[config.mk]
export PLATFORM = sky130hd
export DESIGN_NAME = sram_port_arbiter
export DESIGN_NICKNAME = d
export VERILOG_FILES = /design/src/rtl/sram_port_arbiter_pkg.sv /design/src/rtl/sram_port_arbiter_round_robin_grant.sv /design/src/rtl/sram_port_arbiter.sv
export SDC_FILE = /design/constraint.sdc
export NUM_CORES = 1
export LEC_CHECK = 0
export CORE_AREA = 2 2 112 114
export DETAILED_ROUTE_END_ITERATION = 8
export DIE_AREA = 0 0 114 116
export SLEW_MARGIN = 10
export SYNTH_ARGS = -nofsm -noshare
export SYNTH_HDL_FRONTEND = slang
export SYNTH_SLANG_ARGS = --single-unit
export TNS_END_PERCENT = 20
[constraint.sdc]
create_clock -name clk -period 2.1 [get_ports clk]
set_input_delay 0.21 -clock clk [delete_from_list [all_inputs] [get_ports clk]]
set_output_delay 0.21 -clock clk [all_outputs]
set_load 0.02 [all_outputs]
[src/rtl/sram_port_arbiter_pkg.sv]
// Shared definitions for the local memory subsystem: arbiter state encoding,
// requester indices and a byte-lane masking helper.
package sram_port_arbiter_pkg;

  typedef enum logic {
    StIdle     = 1'b0,
    StReadWait = 1'b1
  } arb_state_e;

  localparam logic REQ_CORE       = 1'b0;
  localparam logic REQ_MANAGEMENT = 1'b1;

  // Zero every byte lane whose select bit is clear.
  function automatic logic [31:0] lane_mask(input logic [31:0] data, input logic [3:0] sel);
    logic [31:0] masked;
    masked = '0;
    for (int i = 0; i < 4; i++) begin
      masked[8*i +: 8] = sel[i] ? data[8*i +: 8] : 8'h00;
    end
    return masked;
  endfunction

endpackage

[src/rtl/sram_port_arbiter_round_robin_grant.sv]
// Two-input round-robin grant: a lone requester wins, on contention the
// requester that was not granted last wins.
module round_robin_grant
  import sram_port_arbiter_pkg::*;
(
  input  logic       clk,
  input  logic       rst_n,
  input  logic [1:0] req,
  input  logic       advance,
  output logic       winner,
  output logic       grant_valid
);

  logic last_grant_q;

  always_comb begin
    grant_valid = |req;
    if (req == 2'b11) begin
      winner = ~last_grant_q;
    end else if (req[REQ_MANAGEMENT]) begin
      winner = REQ_MANAGEMENT;
    end else begin
      winner = REQ_CORE;
    end
  end

  // Management counts as last granted so the core wins the first contention.
  always_ff @(posedge clk or negedge rst_n) begin
    if (!rst_n) begin
      last_grant_q <= REQ_MANAGEMENT;
    end else if (advance && grant_valid) begin
      last_grant_q <= winner;
    end
  end

endmodule

[src/rtl/sram_port_arbiter.sv]
// Shares one single-port SRAM (1-cycle registered read) between the core and
// management memory interfaces, with round-robin grant and window faulting.
module sram_port_arbiter
  import sram_port_arbiter_pkg::*;
#(
  parameter int unsigned ADDRESS_WIDTH = 9,
  parameter logic [31:0] BASE_ADDRESS  = 32'h0000_0000
) (
  input  logic                     clk,
  input  logic                     rst_n,
  input  logic [31:0]              core_memoryAddress,
  input  logic [3:0]               core_memoryByteSelect,
  input  logic                     core_memoryWriteEnable,
  input  logic                     core_memoryReadEnable,
  input  logic [31:0]              core_memoryDataWrite,
  output logic [31:0]              core_memoryDataRead,
  output logic                     core_memoryBusy,
  output logic                     core_memoryAccessFault,
  input  logic [31:0]              management_memoryAddress,
  input  logic [3:0]               management_memoryByteSelect,
  input  logic                     management_memoryWriteEnable,
  input  logic                     management_memoryReadEnable,
  input  logic [31:0]              management_memoryDataWrite,
  output logic [31:0]              management_memoryDataRead,
  output logic                     management_memoryBusy,
  output logic                     management_memoryAccessFault,
  output logic                     sram_csb0,
  output logic                     sram_web0,
  output logic [3:0]               sram_wmask0,
  output logic [ADDRESS_WIDTH-1:0] sram_addr0,
  output logic [31:0]              sram_din0,
  input  logic [31:0]              sram_dout0
);

  localparam int unsigned Lsb = ADDRESS_WIDTH + 2;

  arb_state_e state_q, state_d;
  logic       owner_q, owner_d;
  logic       winner, grant_valid;

  logic [31:0] addr  [2];
  logic [3:0]  sel   [2];
  logic [31:0] wdata [2];
  logic [31:0] rdata [2];
  logic [1:0]  re, we, req, valid, busy, fault;

  assign addr[REQ_CORE]        = core_memoryAddress;
  assign addr[REQ_MANAGEMENT]  = management_memoryAddress;
  assign sel[REQ_CORE]         = core_memoryByteSelect;
  assign sel[REQ_MANAGEMENT]   = management_memoryByteSelect;
  assign wdata[REQ_CORE]       = core_memoryDataWrite;
  assign wdata[REQ_MANAGEMENT] = management_memoryDataWrite;
  assign re = {management_memoryReadEnable, core_memoryReadEnable};
  assign we = {management_memoryWriteEnable, core_memoryWriteEnable};
  assign req = re | we;

  always_comb begin
    for (int i = 0; i < 2; i++) begin
      valid[i] = !(re[i] && we[i]) && (sel[i] != 4'b0000) &&
                 (addr[i][31:Lsb] == BASE_ADDRESS[31:Lsb]);
    end
  end

  round_robin_grant u_grant (
    .clk         (clk),
    .rst_n       (rst_n),
    .req         (req),
    .advance     (state_q == StIdle),
    .winner      (winner),
    .grant_valid (grant_valid)
  );

  // Outputs are gated by rst_n so they sit at reset values while it is low.
  always_comb begin
    state_d     = state_q;
    owner_d     = owner_q;
    sram_csb0   = 1'b1;
    sram_web0   = 1'b1;
    sram_wmask0 = 4'b0000;
    sram_addr0  = '0;
    sram_din0   = '0;
    busy        = 2'b00;
    fault       = 2'b00;
    rdata[0]    = '0;
    rdata[1]    = '0;
    if (rst_n) begin
      unique case (state_q)
        StIdle: begin
          if (grant_valid) begin
            busy = req;
            if (!valid[winner]) begin
              fault[winner] = 1'b1;
              busy[winner]  = 1'b0;
            end else if (we[winner]) begin
              sram_csb0    = 1'b0;
              sram_web0    = 1'b0;
              sram_wmask0  = sel[winner];
              sram_addr0   = addr[winner][Lsb-1:2];
              sram_din0    = wdata[winner];
              busy[winner] = 1'b0;
            end else begin
              sram_csb0    = 1'b0;
              sram_addr0   = addr[winner][Lsb-1:2];
              busy[winner] = 1'b1;
              owner_d      = winner;
              state_d      = StReadWait;
            end
          end
        end
        StReadWait: begin
          busy          = req;
          busy[owner_q] = 1'b0;
          // A dropped read discards the returned word.
          if (re[owner_q]) begin
            rdata[owner_q] = lane_mask(sram_dout0, sel[owner_q]);
          end
          state_d = StIdle;
        end
        default: state_d = StIdle;
      endcase
    end
  end

  always_ff @(posedge clk or negedge rst_n) begin
    if (!rst_n) begin
      state_q <= StIdle;
      owner_q <= REQ_CORE;
    end else begin
      state_q <= state_d;
      owner_q <= owner_d;
    end
  end

  assign core_memoryDataRead          = rdata[REQ_CORE];
  assign management_memoryDataRead    = rdata[REQ_MANAGEMENT];
  assign core_memoryBusy              = busy[REQ_CORE];
  assign management_memoryBusy        = busy[REQ_MANAGEMENT];
  assign core_memoryAccessFault       = fault[REQ_CORE];
  assign management_memoryAccessFault = fault[REQ_MANAGEMENT];

endmodule

==> impl_results.md, run 1 <==
- Worst reg2reg path endpoint: owner_q
- Setup TNS Final: -6.23 ns
- CTS max path bufs: 2
- Peak supply drop: about 0.00021 V
- Hold buffers post-CTS: 0
- Clock network power share: between 20% and 30%
- Synth warnings: 0
- Power density cells: approximately 220 nW/µm²
- Worst setup SP type: primary input
- Clk_skew: around 0.00099 ns
- #FFs+latches synth: 3
- Syn_nets: roughly 480
- Vias in the first global route: approximately 3800
- Largest net degree at the start of global routing: 33
- P_leak: approximately 2.8 nW
- Sw Share: 39.0%
- Die X: 114 µm
- Combinational power share: a little over two thirds
- CP Data Arrival Time: about 2.1 ns
- DRC viols: 0
- Pre-CTS WS: -1.06 ns
- Period utilization: 109%
- Peak Freq: 436 MHz
- Number of synthesized flops with an enable pin: 0
- Reg2Reg Setup Slack: approximately 0.35 ns
- Finished Core Util: approximately 48%
- First-pass GRT wire length: between 20 and 25 mm
- Routed WL per cell: between 15 and 20 µm
- Flop pwr share: under 10%
- Outcome: finished, violations left
- IO Port Bufs: around 280
- Fin nets: around 800
- Worst EP required: about 1.9 ns
- DRT iter0 DRCs: roughly 190
- GP Congestion: about 0.85
- Area Growth Syn to Fin: 185%
- Commonest cells in the synthesized netlist: nand2_1 (93), and3_1 (65), a221oi_2 (30)
- Max_slew headroom: 74.9%
- Top-Level Pins: between 200 and 300
- RSZ-0062 raised after global routing: yes
- Hold Vio Cnt, Final: 0
- Drt pass-1 iters: 4
- Synth top area share: 22.5%
- Area of the die: between 10000 and 15000 µm²
- Gate Count Post-Synth: approximately 300
- CP Class: in -> out
- Root buf cell: clkbuf_16
- Worst Reg-to-Reg Cells: 6
- Area contributors post-synth: a221oi_2 (23%), and3_1 (20%), nand2_1 (17%), a221oi_1 (6.6%), nor4_1 (3.8%)
- Final Slew Violations: 0
- Worst-Skew Late Latency: ~0.22 ns
- Worst Path Max Fanout: 6
- Final setup fails: 47
- Cell area after synthesis: 2000 µm²
- Top-count cell post-synth: nand2_1
- Initial antenna violation count: 2
- Seq/Total Area, Yosys: under 10%
- Netlist cell types: 44
- Syn Area/Cell: 6.64 µm²
- Max cap viols: 0
- Dpl hpwl: 10.6 mm
- CTS sink cnt: 3
- Ys async rst share: 100%
- CTS buffer count: 3
- Reg2reg start: u_grant.last_grant_q
- GRT Util Overall: 19.3%
- Failing checks: setup timing
- Via count: 3847
- Core ar.: 11900 µm²
- Initial Util: about 17%
- Core Rows: 40
- Prevailing post-synth register cell: dfrtp_1
- CTS clk-pin slew, worst paths: around 0.03 ns
- GRT overflow: 0
- Setup crit end kind: output pin
- Yosys top cell by area: a221oi_2
- HP Class: in -> async
- Htree depth: 1
- Worst-Margin Slew: around 0.38 ns
- WL final: about 15 mm
- CTS tree: yes
- Vias per cell: 4.98
- Detail Route Antenna Nets: 0
- Pint: between 0.7 and 0.8 mW
- Die Height: around 120 µm
- Layout cells sized above 1: 43.6%
- Tmin final: between 2 and 2.5 ns
- Final setup margin: -0.193 ns
- Sw Pwr: 0.495 mW
-- critical path, stage by stage --
cell	delay, ns
dlygate4sd2_1	0.25
nor4_2	0.22
nand4_1	0.17
or3_4	0.46
buf_12	0.17
buf_16	0.14
a221oi_2	0.27
buf_4	0.19
-- power by group through the flow --
| stage | Clock [mW] | Sequential, mW | Combinational, mW |
|---|---|---|---|
| 2_1_floorplan | 0 | 0.0711 | 0.262 |
| 3_3_place_gp | 0 | 0.0700 | 0.798 |
| 3_5_place_dp | 0 | 0.0703 | 0.805 |
| 4_1_cts | 0.305 | 0.0699 | 0.819 |
| 5_1_grt | 0.311 | 0.0699 | 0.960 |
| 6_report | 0.305 | 0.0698 | 0.895 |
-- cell families (layout without fill, tap and decap cells) --
logic type	count (synthesis)	in the layout	synth area share, %
AND/OR/NAND/NOR	198	198	50.6
AO/OA/AOI/OAI	67	67	37.2
buffers and inverters	33	356	8.39
flip-flops	3	3	3.82
other	0	1	0
-- stage by stage --
step / std cells / power [mW] / hold slack (ns) / cell area [µm²]
after floorplan: 301 / 0.333 / -0.0856 / 2010
after global placement: 748 / 0.868 / 0.520 / 5380
after detailed placement: 748 / 0.875 / 0.546 / 5380
after CTS: 771 / 1.19 / 0.337 / 5790
after global routing: 772 / 1.34 / 0.357 / 5690
final: 772 / 1.27 / 0.346 / 5690
-- registers in the layout, indices dropped and copies added (netlist names) --
register,cells
u_grant.last_grant_q,1
state_q,1
owner_q,1
-- per-layer routing --
| layer | GRT usage, % | up-vias | part of all wire, % | wire, µm |
|---|---|---|---|---|
| met2 | 35.8 | 185 | 51 | 7530 |
| met3 | 3.03 | 28 | 6.7 | 988 |
| met4 | 4.88 | 2 | 2.1 | 314 |
| met5 | 0 | - | 0.089 | 13 |
| li1 | - | 1814 | - | - |
| met1 | 23.4 | 1818 | 40 | 5820 |
-- layout make-up --
cell class | instances | area (µm²)
diodes | 1 | 2.50
clock buffers | 4 | 78.8
fillers | 1221 | 6220
inverters | 2 | 7.51
multi-input cells | 265 | 2150
flip-flops and latches | 3 | 76.3
well taps | 147 | 184
repair buffers | 350 | 3190
-- cell usage in the layout, fill, tap and decap left out, types with 7 or more instances in the layout --
cell type,synthesis,layout
and3_1,65,65
dlygate4sd2_1,0,27
clkdlybuf4s50_1,0,124
clkbuf_2,0,71
a221oi_4,0,11
nand2_1,93,93
buf_2,2,8
buf_16,0,7
a221oi_2,30,34
buf_12,0,12
buf_6,3,20
buf_4,5,73
-- how the worst max path moves through the flow --
stage	cells after the start	from	to	slack, ns
finish	8	core_memoryAddress[23]	sram_din0[21]	-0.19
global route	8	core_memoryAddress[23]	sram_din0[3]	-0.25
CTS	5	u_grant.last_grant_q	sram_addr0[6]	-0.19
detailed placement	7	core_memoryAddress[12]	sram_wmask0[1]	-1.06
global placement	7	core_memoryAddress[12]	sram_wmask0[0]	-1.06
floorplan	6	u_grant.last_grant_q	sram_din0[24]	-0.09
-- timing repair --
item,CTS,global route
setup endpoints to repair,115,113
resized for setup,450,167
pin swaps,53,36
setup buffers,10,1
cloned,9,2
No activity file was read; power rests on OpenSTA's default activity.
==> run 2: changes to the inputs <==
--- a/config.mk
+++ b/config.mk
@@ -5,9 +5,9 @@
 export SDC_FILE = /design/constraint.sdc
 export NUM_CORES = 1
 export LEC_CHECK = 0
-export CORE_AREA = 2 2 112 114
+export CORE_AREA = 2 2 111 113
 export DETAILED_ROUTE_END_ITERATION = 8
-export DIE_AREA = 0 0 114 116
+export DIE_AREA = 0 0 113 115
 export SLEW_MARGIN = 10
 export SYNTH_ARGS = -nofsm -noshare
 export SYNTH_HDL_FRONTEND = slang
==> constraint.sdc (replaced) <==
create_clock -name clk -period 2.8 [get_ports clk]
set_input_delay 0.28 -clock clk [delete_from_list [all_inputs] [get_ports clk]]
set_output_delay 0.28 -clock clk [all_outputs]
set_load 0.02 [all_outputs]
==> run 2 against run 1 <==
Net effect:
- the flow finishes with violations (DRC)
- first-iteration DRC count rose by 24%
- worst setup slack improved by 0.29 ns
- sequential share of layout area rose by 0.13 points
- register-to-register slack improved by 0.65 ns
- routed wire length fell by 13%
- global-route usage fell by 1.9 points
- largest cell class unchanged
- count of clock-buffer cells in the layout did not move
- final area fell by 8.8%
- critical path type unchanged
==> impl_results.md, run 2 (synthesis results as in run 1) <==
- Worst hold slack: 0.388 ns (+0.0430 ns)
- Clk_skew: 0.00216 ns (+0.00117 ns)
- Most common cell after layout, fill and taps aside: clkdlybuf4s50_1
- Pre-CTS WS: -0.559 ns (+0.501 ns)
- Peak supply drop: 0.000133 V (-38%)
- GP Congestion: 0.806 (-5.1%)
- Overall power: 0.881 mW (-31%)
- Buf+Inv Stages, Crit Path: 3 (-1)
- IO Port Bufs: 284 (unchanged)
- Max cap viols: 0 (unchanged)
- Die Height: 115 µm (-0.86%)
- P_leak: 2.18 nW (-21%)
- Most frequent cells in the layout: clkdlybuf4s50_1 (235), nand2_1 (93), and3_1 (65)
- Outcome: finished, violations left
- CP Data Arrival Time: 2.42 ns (+0.34 ns)
- Final setup fails: 0 (-100%)
- CP Cell Sequence: clkdlybuf4s50_1 -> nor4_4 -> nand4_1 -> or3_4 -> buf_12 -> a221oi_2 -> buf_2
- HP Class: in -> async
- Routed WL per cell: 17.2 µm (-9.5%)
- WL final: 12.8 mm (-13%)
- Detail Route Antenna Nets: 0 (unchanged)
- Hold buffers post-CTS: 0 (unchanged)
- DRC viols: 19 (+19)
- Die X: 113 µm (-0.88%)
- Initial antenna violation count: 0 (-2)
- Ant. Diodes: 0 (-1)
- Via count: 3610 (-6.2%)
- Top-Level Pins: 289 (unchanged)
- Peak Freq: between 300 and 400 MHz
- GRT overflow: 0 (unchanged)
- Power density cells: 170 nW/µm² (-24%)
- Worst EP required: 2.52 ns (+0.63 ns)
- CTS tree: yes
- Area of the die: 13000 µm² (-1.7%)
- Worst-Skew Late Latency: 0.23 ns (about the same)
- Htree depth: 1 (unchanged)
- CP Class: in -> out
- Post_cts resized: 202 (-55%)
- Worst-Margin Slew: 0.397 ns (+0.0217 ns)
- Vias per cell: 4.86 (-2.5%)
- Area Growth Syn to Fin: 160%
- CTS max path bufs: 2 (unchanged)
- Worst setup SP type: primary input
- Failing checks: DRC
- CP max-delay cell: clkdlybuf4s50_1
- DRT iter0 DRCs: 238 (+24%)
- CP max stage delay: 0.47 ns (about the same)
- Fill count: 1209 (-0.98%)
- Max_slew headroom: 73.4% (-1.4 points)
- Initial Util: 16.9% (+0.14 points)
- Tmin final: ~2.7 ns
- Final Slew Violations: 0 (unchanged)
- Period utilization: 96.4%
- Top delay family on crit path: simple AND/OR/NAND/NOR gates
- Drt pass-1 iters: 7 (+3)
- Setup Fix Bufs, Post-CTS: 0 (-10)
- First-pass GRT wire length: 18.8 mm (-8.3%)
- Largest net degree at the start of global routing: 48 (+45%)
- Worst Path Max Fanout: 26 (+20)
- Vias in the first global route: 3553 (-7.6%)
- GRT Util Overall: 17.4% (-1.9 points)
- Dpl hpwl: 10.0 mm (-5.3%)
- Setup crit end kind: output pin
- Hold Vio Cnt, Final: 0 (unchanged)
- Reg2Reg Setup Slack: 1.00 ns (+0.65 ns)
- Regs by FF count: owner_q: 1 flops, state_q: 1 flops, u_grant.last_grant_q: 1 flops
- CTS clk-pin slew, worst paths: 0.03 ns (about the same)
- Finished Core Util: 44.0% (-3.8 points)
- Core Rows: 40 (unchanged)
- Layout cells sized above 1: 22.8% (-21 points)
- Final setup margin: 0.100 ns (+0.293 ns)
- Fin nets: 771 (-3.5%)
- CTS sink cnt: 3 (unchanged)
- Core ar.: 11800 µm² (-0.84%)
- Root buf cell: clkbuf_16
- CTS buffer count: 3 (unchanged)
==> run 2: cell count changes in the layout (fill, tap and decap cells not counted), sizes merged <==
| cell | change |
|---|---|
| buf | -37 |
| clkbuf | -72 |
| clkdlybuf4s15 | -5 |
| clkdlybuf4s50 | +111 |
| diode | -1 |
| dlygate4sd2 | -24 |
| dlymetal6s2s | -1 |
==> run 2: report_power, final <==
part | internal [mW] | switching [mW]
clock | 0.188 | 0.0435
combinational | 0.331 | 0.266
sequential | 0.0488 | 0.00402
total | 0.568 | 0.313
==> run 2: final cells by class <==
| class | instances | area [µm²] | area share (%) |
|---|---|---|---|
| timing repair buffer | 322 | 2990 | 57.6 |
| multi-input combinational | 265 | 1860 | 35.8 |
| tap | 147 | 184 | 3.54 |
| clock buffer | 4 | 78.8 | 1.52 |
| sequential | 3 | 76.3 | 1.47 |
| inverter | 2 | 7.51 | 0.145 |
==> run 2: final timing paths <==
kind	cells past startpoint	endpoint	start
max	7	sram_din0[4]	core_memoryAddress[14]
min	2	state_q	rst_n
max reg2reg	6	owner_q	u_grant.last_grant_q
min reg2reg	1	u_grant.last_grant_q	state_q
max in group asynchronous	2	u_grant.last_grant_q	rst_n
min in group clk	1	u_grant.last_grant_q	state_q
==> run 2: metrics by stage <==
stage | std cells | area, µm² | TNS [ns]
detailed placement | 739 | 5280 | -21.95
finish | 743 | 5190 | 0
CTS | 743 | 5150 | -0.0825
floorplan | 301 | 2000 | 0
global placement | 739 | 5280 | -22.16
global route | 743 | 5190 | -0.00870
==> run 2: layer usage <==
metal	routed length, µm	global-route usage, %	up-vias
met1	5190	23.1	1683
li1	-	-	1754
met3	1020	2.85	10
met2	6450	30.6	163
met4	106	2.44	0
met5	0	0	-
==> run 2: worst reg2reg max path, stage by stage (launching register included) <==
cell and delay [ns]:
dfstp_2 0.56, buf_4 0.15, a21boi_1 0.08, a2bb2oi_1 0.16
buf_4 0.15, or4_1 0.44, o211a_1 0.14
==> run 3: changes to the inputs <==
--- a/config.mk
+++ b/config.mk
@@ -5,9 +5,9 @@
 export SDC_FILE = /design/constraint.sdc
 export NUM_CORES = 1
 export LEC_CHECK = 0
-export CORE_AREA = 2 2 111 113
+export CORE_AREA = 3 3 112 114
 export DETAILED_ROUTE_END_ITERATION = 8
-export DIE_AREA = 0 0 113 115
+export DIE_AREA = 0 0 115 117
 export SLEW_MARGIN = 10
 export SYNTH_ARGS = -nofsm -noshare
 export SYNTH_HDL_FRONTEND = slang
==> run 3 against run 2 <==
Net effect:
- the flow now finishes without violations
- critical path type unchanged
- worst hold slack got worse by 0.021 ns
- final area rose by 1.1%
- die area grew 3.5%
- routed wire length is 6.0% higher
- via count grew 1.5%
- sequential share of layout area hardly changed
- total power increased by 1.3%
- clock power is essentially flat
- core utilization rose by 1.6 points
- clock skew shrank 0.0013 ns
==> impl_results.md, run 3 (synthesis results as in run 1) <==
- Via count: 3663 (+1.5%)
- Peak Freq: 367 MHz (-1.0%)
- Worst EP required: 2.52 ns (about the same)
- RSZ-0062 raised after global routing: yes
- Dpl hpwl: 10.9 mm (+8.5%)
- Die Height: 117 µm (+1.7%)
- DRT iter0 DRCs: 247 (+3.8%)
- GP Congestion: 0.896 (+11%)
- Max cap viols: 0 (unchanged)
- Die X: 115 µm (+1.8%)
- Area post-placement: 5320 µm² (+0.85%)
- Most frequent cells in the layout: clkdlybuf4s50_1 (235), nand2_1 (93), and3_1 (65)
- Reg2reg start: u_grant.last_grant_q
- Area of the die: 13500 µm² (+3.5%)
- DRC viols: 0 (-19)
- Root buf cell: clkbuf_16
- Worst setup SP type: primary input
- Post-route cell area: 5250 µm² (+1.1%)
- Setup crit end kind: output pin
- Fin nets: 773 (+0.26%)
- CP Data Arrival Time: 2.45 ns (+0.03 ns)
- Core Rows: 39 (-2.5%)
- CTS max path bufs: 2 (unchanged)
- Final Slew Violations: 0 (unchanged)
- Tmin final: 2.73 ns (+0.0285 ns)
- Area Growth Syn to Fin: 163%
- Hold Vio Cnt, Final: 0 (unchanged)
- Setup Fix Bufs, Post-CTS: 0 (unchanged)
- Worst reg2reg path endpoint: owner_q
- Worst Path Max Fanout: 4 (-85%)
- CP Class: in -> out
- Core ar.: 11500 µm² (-2.5%)
- Area taken by flip-flops and latches: 76.3 µm² (unchanged)
- Initial Util: 17.4% (+0.43 points)
- Drt pass-1 iters: 5 (-2)
- Reg2Reg Setup Slack: 1.02 ns (+0.02 ns)
- Worst-Skew Late Latency: 0.23 ns (about the same)
- Peak supply drop: 0.000141 V (+5.9%)
- Largest net degree at the start of global routing: 33 (-31%)
- Worst-Margin Slew: 0.582 ns (+0.184 ns)
- Vias in the first global route: 3608 (+1.5%)
- IO Port Bufs: 284 (unchanged)
- Final setup fails: 0 (unchanged)
- Power density cells: 170 nW/µm² (+0.14%)
- Max_slew headroom: 60.9% (-13 points)
- CTS clk-pin slew, worst paths: 0.03 ns (about the same)
- Regs by FF count: owner_q: 1 flops, state_q: 1 flops, u_grant.last_grant_q: 1 flops
- Clk_skew: 0.000870 ns (-0.00129 ns)
- Layout cells sized above 1: 22.2% (-0.58 points)
- CTS buffer count: 3 (unchanged)
- P_leak: 2.16 nW (-0.61%)
- Worst hold slack: 0.368 ns (-0.0208 ns)
- Detail Route Antenna Nets: 0 (unchanged)
- CTS tree: yes
- CTS sink cnt: 3 (unchanged)
- Top-Level Pins: 289 (unchanged)
- Overall power: 0.892 mW (+1.3%)
- HP Class: in -> async
- Outcome: finished clean
- CP startpoint: management_memoryAddress[25]
- Most common cell after layout, fill and taps aside: clkdlybuf4s50_1
- First-pass GRT wire length: 19.4 mm (+3.3%)
- GRT overflow: 0 (unchanged)
- Vias per cell: 4.94 (+1.7%)
- Routed WL per cell: 18.3 µm (+6.2%)
- Worst Reg-to-Reg Cells: 6 (unchanged)
- Fill count: 1136 (-6.0%)
- Initial antenna violation count: 0 (unchanged)
- GRT Util Overall: 18.0% (+0.59 points)
- Ant. Diodes: 0 (unchanged)
- Multi-input logic area: 1830 µm² (-1.5%)
- Period utilization: 97.4% (+1.0 points)
- WL final: 13.5 mm (+6.0%)
- Setup crit end: management_memoryBusy
- Htree depth: 1 (unchanged)
==> run 3: cell count changes in the layout (fill, tap and decap cells not counted), moves of 2 or more <==
cell	change
clkbuf_2	+27
nor4_1	+2
buf_2	-35
buf_12	+3
clkdlybuf4s15_2	+4
nor4_4	-2
clkdlybuf4s15_1	+3
==> run 3: power breakdown <==
part / internal [mW] / switching, mW / total, mW
sequential: 0.0487 / 0.00278 / 0.0515
combinational: 0.336 / 0.270 / 0.606
clock: 0.189 / 0.0463 / 0.235
total: 0.573 / 0.319 / 0.892
==> run 3: how the worst min path moves through the flow <==
stage / from / to / slack (ns) / cells past startpoint
2_1_floorplan: rst_n / owner_q / -0.02 / 0
3_3_place_gp: state_q / u_grant.last_grant_q / 0.50 / 1
3_5_place_dp: state_q / u_grant.last_grant_q / 0.50 / 1
4_1_cts: rst_n / state_q / 0.36 / 2
5_1_grt: rst_n / state_q / 0.39 / 2
6_report: rst_n / state_q / 0.37 / 2
==> run 3: critical path, cell delays in order <==
cell and delay, ns:
clkdlybuf4s50_1 0.40, or4_4 0.56, nor3_4 0.23, buf_4 0.16, nand3b_1 0.08, a311oi_1 0.34, dlygate4sd2_1 0.39
==> run 3: what timing repair did <==
| item | 4_1_cts | 5_1_grt |
|---|---|---|
| hold buffers | 0 | 0 |
| gates resized for setup | 112 | 51 |
| endpoints found under the hold margin | 0 | 0 |
| endpoints found under the setup margin | 49 | 45 |
| pin swaps | 1 | 2 |
==> run 3: layout make-up <==
class / instances / area share [%]
repair buffers: 324 / 58.7
multi-input cells: 265 / 34.8
well taps: 143 / 3.41
clock buffers: 4 / 1.50
flip-flops and latches: 3 / 1.45
inverters: 2 / 0.143
==> run 3: per-stage QoR <==
step / util, % / TNS, ns / cells / worst slack (ns)
after floorplan: - / 0 / 301 / 0.527
after global placement: 46.2 / -19.97 / 737 / -0.488
after detailed placement: 46.2 / -21.51 / 737 / -0.557
after CTS: 46.7 / 0 / 741 / 0.000155
after global routing: 45.6 / -0.0173 / 741 / -0.0173
final: 45.6 / 0 / 741 / 0.0716
==> run 3: metal layers <==
layer	part of all wire, %	vias up	global-route usage [%]
met2	50	214	31.8
li1	-	1762	-
met5	0	-	0
met4	1.9	0	5.16
met3	9.6	18	4.16
met1	38	1669	21.9
